File: src/rtl/lsu_wb_master.sv
// lsu_wb_master: single-outstanding pipelined Wishbone master for the core's
// load/store path. Converts byte/half/word requests into one aligned bus cycle
// and returns extracted, extended load data or an error.
// Optional bus timeout is compiled in with `define LSU_TIMEOUT_EN.
module lsu_wb_master #(
    parameter int unsigned ADDR_WIDTH     = 32,
    parameter int unsigned TIMEOUT_CYCLES = 255,
    parameter int unsigned TO_WIDTH       = 8
) (
    input  logic                  wb_clk_i,
    input  logic                  wb_rst_i,
    input  logic                  req_valid_i,
    output logic                  req_ready_o,
    input  logic                  req_we_i,
    input  logic [ADDR_WIDTH-1:0] req_addr_i,
    input  logic [31:0]           req_wdata_i,
    input  logic [1:0]            req_size_i,
    input  logic                  req_unsigned_i,
    output logic                  rsp_valid_o,
    output logic [31:0]           rsp_rdata_o,
    output logic                  rsp_err_o,
    output logic                  rsp_misalign_o,
    output logic                  rsp_timeout_o,
    output logic                  wb_cyc_o,
    output logic                  wb_stb_o,
    output logic                  wb_we_o,
    output logic [ADDR_WIDTH-1:0] wb_adr_o,
    output logic [31:0]           wb_dat_o,
    output logic [3:0]            wb_sel_o,
    input  logic [31:0]           wb_dat_i,
    input  logic                  wb_ack_i,
    input  logic                  wb_err_i,
    input  logic                  wb_stall_i
);

    typedef enum logic [1:0] {ST_IDLE, ST_REQ, ST_WAIT, ST_RESP} state_t;

    state_t                state_q, state_d;
    logic                  we_q, uns_q, err_q, mis_q;
    logic [1:0]            size_q;
    logic [ADDR_WIDTH-1:0] addr_q;
    logic [3:0]            sel_q;
    logic [31:0]           dat_q, rdata_q;
    logic                  accept, legal, take_ack, take_err;

    // Half needs addr[0]=0, word needs addr[1:0]=0, size 11 never legal.
    function automatic logic is_legal(input logic [1:0] size, input logic [1:0] a);
        case (size)
            2'b00:   return 1'b1;
            2'b01:   return ~a[0];
            2'b10:   return (a == 2'b00);
            default: return 1'b0;
        endcase
    endfunction

    function automatic logic [3:0] lane_sel(input logic [1:0] size, input logic [1:0] a);
        case (size)
            2'b00:   return 4'b0001 << a;
            2'b01:   return a[1] ? 4'b1100 : 4'b0011;
            default: return 4'b1111;
        endcase
    endfunction

    // Store data is replicated across lanes so sel alone picks the bytes.
    function automatic logic [31:0] lane_dat(input logic [1:0] size, input logic [31:0] w);
        case (size)
            2'b00:   return {4{w[7:0]}};
            2'b01:   return {2{w[15:0]}};
            default: return w;
        endcase
    endfunction

    function automatic logic [31:0] load_ext(input logic [31:0] d, input logic [1:0] size,
                                             input logic [1:0] a, input logic uns);
        logic [7:0]  b;
        logic [15:0] h;
        b = d[{a, 3'b000} +: 8];
        h = a[1] ? d[31:16] : d[15:0];
        case (size)
            2'b00:   return {{24{~uns & b[7]}}, b};
            2'b01:   return {{16{~uns & h[15]}}, h};
            default: return d;
        endcase
    endfunction

    assign legal = is_legal(req_size_i, req_addr_i[1:0]);

`ifdef LSU_TIMEOUT_EN
    logic [TO_WIDTH-1:0] cnt_q;
    logic                expire, take_to, to_q;

    assign expire = (cnt_q == TO_WIDTH'(TIMEOUT_CYCLES - 1));

    // Cycle counter for the current bus cycle; restarts on every acceptance.
    always_ff @(posedge wb_clk_i) begin
        if (wb_rst_i)
            cnt_q <= '0;
        else if (accept)
            cnt_q <= '0;
        else if (state_q == ST_REQ || state_q == ST_WAIT)
            cnt_q <= cnt_q + 1'b1;
    end

    assign rsp_timeout_o = rsp_valid_o & to_q;
`else
    logic unused_cfg;
    assign unused_cfg    = (TIMEOUT_CYCLES > 0) ^ (TO_WIDTH > 0);
    assign rsp_timeout_o = 1'b0;
`endif

    // State register; reset abandons any in-flight bus cycle.
    always_ff @(posedge wb_clk_i) begin
        if (wb_rst_i)
            state_q <= ST_IDLE;
        else
            state_q <= state_d;
    end

    // Next-state and handshake decode.
    always_comb begin
        state_d     = state_q;
        req_ready_o = 1'b0;
        wb_cyc_o    = 1'b0;
        wb_stb_o    = 1'b0;
        rsp_valid_o = 1'b0;
        accept      = 1'b0;
        take_ack    = 1'b0;
        take_err    = 1'b0;
`ifdef LSU_TIMEOUT_EN
        take_to     = 1'b0;
`endif
        case (state_q)
            ST_IDLE: begin
                req_ready_o = ~wb_rst_i;
                if (req_valid_i && !wb_rst_i) begin
                    accept  = 1'b1;
                    state_d = legal ? ST_REQ : ST_RESP;
                end
            end
            ST_REQ: begin
                wb_cyc_o = 1'b1;
                wb_stb_o = 1'b1;
                if (!wb_stall_i) begin
                    state_d = ST_WAIT;
                    if (wb_err_i) begin
                        take_err = 1'b1;
                        state_d  = ST_RESP;
                    end else if (wb_ack_i) begin
                        take_ack = 1'b1;
                        state_d  = ST_RESP;
                    end
                end
            end
            ST_WAIT: begin
                wb_cyc_o = 1'b1;
                if (wb_err_i) begin
                    take_err = 1'b1;
                    state_d  = ST_RESP;
                end else if (wb_ack_i) begin
                    take_ack = 1'b1;
                    state_d  = ST_RESP;
                end
            end
            ST_RESP: begin
                rsp_valid_o = 1'b1;
                state_d     = ST_IDLE;
            end
            default: state_d = ST_IDLE;
        endcase
`ifdef LSU_TIMEOUT_EN
        // A same-cycle ack or err beats expiry.
        if ((state_q == ST_REQ || state_q == ST_WAIT) && !take_ack && !take_err && expire) begin
            take_to = 1'b1;
            state_d = ST_RESP;
        end
`endif
    end

    // Request fields and response payload; only visible through state-gated outputs.
    always_ff @(posedge wb_clk_i) begin
        if (accept) begin
            we_q   <= req_we_i;
            addr_q <= req_addr_i;
            size_q <= req_size_i;
            uns_q  <= req_unsigned_i;
            sel_q  <= lane_sel(req_size_i, req_addr_i[1:0]);
            dat_q  <= lane_dat(req_size_i, req_wdata_i);
            err_q  <= ~legal;
            mis_q  <= ~legal;
`ifdef LSU_TIMEOUT_EN
            to_q   <= 1'b0;
`endif
        end
        if (take_ack)
            rdata_q <= we_q ? 32'h0 : load_ext(wb_dat_i, size_q, addr_q[1:0], uns_q);
        if (take_err)
            err_q <= 1'b1;
`ifdef LSU_TIMEOUT_EN
        if (take_to) begin
            err_q <= 1'b1;
            to_q  <= 1'b1;
        end
`endif
    end

    assign wb_we_o        = wb_cyc_o & we_q;
    assign wb_adr_o       = wb_cyc_o ? {addr_q[ADDR_WIDTH-1:2], 2'b00} : '0;
    assign wb_sel_o       = wb_cyc_o ? sel_q : 4'b0000;
    assign wb_dat_o       = wb_cyc_o ? dat_q : 32'h0;
    assign rsp_rdata_o    = (rsp_valid_o && !err_q) ? rdata_q : 32'h0;
    assign rsp_err_o      = rsp_valid_o & err_q;
    assign rsp_misalign_o = rsp_valid_o & mis_q;

endmodule
File: config.mk
export PLATFORM = sky130hd
export DESIGN_NAME = lsu_wb_master
export DESIGN_NICKNAME = d
export VERILOG_FILES = /design/src/rtl/lsu_wb_master.sv
export SDC_FILE = /design/constraint.sdc
export NUM_CORES = 1
export LEC_CHECK = 0
export ABC_AREA = 1
export BUFFER_PORTS_ARGS = -buffer_cell sky130_fd_sc_hd__buf_2
export CORE_AREA = 3 3 116 118
export DETAILED_ROUTE_END_ITERATION = 10
export DIE_AREA = 0 0 119 121
export HOLD_SLACK_MARGIN = 0.06
export PLACE_DENSITY_LB_ADDON = 0.3
export SKIP_LAST_GASP = 1
export SYNTH_ARGS = -nofsm -noshare
export SYNTH_HDL_FRONTEND = slang
export SYNTH_SLANG_ARGS = --single-unit
File: constraint.sdc
create_clock -name wb_clk_i -period 3.49 [get_ports wb_clk_i]
set_input_delay 0 -clock wb_clk_i [delete_from_list [all_inputs] [get_ports wb_clk_i]]
set_output_delay 0 -clock wb_clk_i [all_outputs]
set_load 0.005 [all_outputs]
==> results.txt <==
----------------------------------------------------
[Synth]
  Combinational family with the most area after synthesis ... simple AND/OR/NAND/NOR gates
  Simple-gate share of the synthesized area ... 19.08%
  Average cell area after synthesis ... 8.748 um2
  Yosys warning total ... 0
  Post-synthesis cell type with the largest combined area ... edfxtp_1
  Area share of the leading cell type in the synthesized netlist ... 57.39%
  Parity-gate share of the synthesized area counting xor and xnor cells ... 0%
  Largest cells by area after synthesis ... edfxtp_1 (57%), nand2_1 (14%), inv_1 (9.4%), nor2_1 (2.9%), a21oi_1 (2.5%)
  Compound-Gate Fraction of Synth Area ... 8.609%
  Post-synthesis adder-cell area fraction ... 0.9110%
  Synth Register Bits ... 108
  Fraction of the yosys area taken by sequential cells ... 58.48%
  Cell area after synthesis ... 5494 um2
  Syn Inst Count ... 628
  Multiplexer area fraction after synthesis ... 0%
  Number of library cell types mapped by synthesis ... 27

[Placement]
  Pre-CTS setup slack ... 1.356 ns
  Port bufs ... 210
  DP HPWL ... 9791 um
  Post-DP Area ... 6669 um2
  Number of placed instances, taps included ... 988
  Placer Congestion ... 0.8478

[Power and ir drop]
  Switching share of power ... 35.45%
  Total power ... 4.287 mW
  Leakage dissipation ... 4.286 nW
  Proportion of power drawn by the clock network ... 23.6%
  Switching power ... 1.520 mW
  Cell-internal power ... 2.767 mW
  Maximum VDD drop ... 0.2933 mV
  Comb power frac ... 37.9%
  Sequential Power Share ... 38.5%
  Pwr Density ... 542.3 nW/um2

[Global routing]
  Global-route track usage on met1 ... 23.97%
  Vias in the first global route ... 5212
  Wire length of the first global-routing pass ... 24100 um
  Number of antenna violations at the first check in global routing ... 0
  Largest net degree at the start of global routing ... 70
  Global routing's busiest layer ... met2
  Global-route track usage on met3 ... 3.823%
  GRT Total Usage ... 20.91%
  Met2 track demand over resource in global routing ... 38.71%
  GR Overflow Total ... 0

[CTS]
  Clock H-tree levels ... 3
  Clock buffers created by TritonCTS ... 9
  Root buffer selected by CTS ... clkbuf_16
  Maximum buffer depth of the clock tree ... 2
  Number of sinks handled by clock tree synthesis ... 108
  Clock-pin slew of the registers on the worst-case setup and hold paths ... 0.07 ns
  Worst-Skew Late Latency ... 0.34 ns
  Post CTS Setup Buffer Count ... 0
  CTS tree ... built

[Die]
  Top-level port count ... 214
  Overall die area ... 14400 um2
  Y dimension of the die ... 121 um
  Number of placement rows ... 41
  Core Box Area ... 12570 um2
  Die boundary width ... 119 um
  Starting density of the core ... 43.71%

[Outcome]
  Status ... completed

[STA]
  Worst slew margin relative to its limit ... 32.99%
  Worst path setup slack after routing ... 1.300 ns
  Setup repair after global routing missed its margin ... no
  Number of setup violations in the final report ... 0
  Post-route fraction of the period consumed by the critical path ... 62.75%
  Worst hold slack after final layout ... 0.07001 ns
  Number of hold violations in the final report ... 0
  Final worst path period need ... 2.190 ns
  Layout Skew ... 0.006817 ns
  FMAX ... 456.6 MHz
  Max-slew violation count ... 0
  Slew at the pin with the worst max-slew slack ... 1.003 ns
  Final-layout setup total negative slack ... 0 ns

[Route]
  Routed vias ... 5079
  Count of antenna-violating nets left after detailed routing ... 0
  Routed length per instance ... 13.62 um
  Number of search-and-repair iterations in the first detailed-routing pass ... 4
  Total DRC errors in the routed layout ... 0
  Number of vias per cell ... 4.626
  Number of DRC markers after the initial detailed-route iteration ... 364
  Total routed wirelength ... 14960 um

[Setup path]
  Maximum fanout count along the critical path ... 14
  Slowest Stage Delay on Critical Path ... 0.70 ns
  Classification of the worst setup path ... in2reg
  Cell type of the slowest stage on the worst timing path ... nor2_1
  Most Frequent Cell on Critical Path ... dlygate4sd3_1
  Launching element type of the critical path ... primary input
  Worst Path Required ... 3.70 ns
  Crit path cell chain ... dlygate4sd3_1 > buf_2 > nor2_1 > nand2_1 > o211ai_1 > dlygate4sd3_1
  Crit path arrival time ... 2.40 ns
  Kind of end point of the critical path ... flop

[Layout]
  Utilization of the core after routing ... 62.90%
  Most common library cell in the layout ignoring fill and taps ... nand2_1
  Design area ... 7905 um2
  Layout cell share with drive strength beyond 1 ... 27.75%
  Antenna fix cells ... 0
  NumNets Final ... 1031
  Commonest non-fill, non-tap cells in the layout ... nand2_1 (211), buf_2 (210), inv_1 (137), edfxtp_1 (105), dlygate4sd3_1 (94)
  Area grow syn2layout ... 43.89%
  Fin cells ... 1098

[Hold path]
  Worst min path class ... in2reg

[Run]
  Number of maximum-capacitance violations ... 0

----------------------------------------------------
-- final cells by class --
cell class	count	area, um2
clock buffers	10	239.0
clock inverters	6	56.30
fillers	1016	4663
inverters	142	543.0
multi-input cells	351	1597
flip-flops and latches	108	3213
well taps	172	215.2
repair buffers	309	2042
-- critical path: cells and delay by family --
family                 cells  cell delay, ns
buffers and inverters      3            1.30
and+or+nand+nor            2            0.92
AOI/OAI and AO/OA          1            0.17
-- sequential cells by signal, summed over array words and instances (netlist names) --
name     cells
sel_q        4
state_q      2
err_q        1
we_q         1
rdata_q     32
dat_q       32
addr_q      32
uns_q        1
mis_q        1
size_q       2
-- what timing repair did --
| action | CTS | global route |
|---|---|---|
| gates resized for setup | 0 | 0 |
| hold buffers | 94 | 0 |
| hold endpoints to repair | 91 | 0 |
-- cells in the mapped netlist --
master and n:
a21oi_4 2, nor3_1 2, buf_8 1, buf_4 4
nand2_2 2, edfxtp_1 105, inv_2 2, o221ai_1 1
o211ai_1 13, nand2_1 211, o21ai_0 24, inv_8 1
nand2_4 2, inv_4 1, nand3_1 5, a21oi_1 27
inv_1 138, clkbuf_1 12, buf_6 2, nand3_2 1
ha_1 4, dfxtp_1 3, buf_2 10, nor2_1 42
nor2_2 3, a21oi_2 9, conb_1 1
-- layer usage --
layer	vias to the layer above	wire length, um
li1	2519	-
met1	2327	5809
met2	213	7893
met3	20	964
met4	0	291
met5	-	0
-- power by group through the flow --
stage	registers [mW]	clock network, mW	logic (mW)
5_1_grt	1.67	1.06	1.85
3_5_place_dp	1.68	0	1.53
2_1_floorplan	1.67	0	0.874
6_report	1.65	1.01	1.63
3_3_place_gp	1.67	0	1.52
4_1_cts	1.65	1.02	1.63
-- worst paths after layout --
check / from / to / slack (ns) / cells after the start
max: req_size_i[0] / dat_q[26] / 1.30 / 6
max reg2reg: state_q[0] / dat_q[9] / 1.36 / 7
min reg2reg: err_q / err_q / 0.55 / 2
min: wb_dat_i[3] / rdata_q[3] / 0.07 / 5
-- kinds of logic (layout without fill, tap and decap cells) --
logic type | Yosys count | after routing
buffers and inverters | 171 | 467
flip-flops | 108 | 108
adder cells (fa/ha/maj) | 4 | 4
other | 1 | 3
AO/OA/AOI/OAI | 76 | 76
AND/OR/NAND/NOR | 268 | 268
Power figures use the tool's default switching activity.
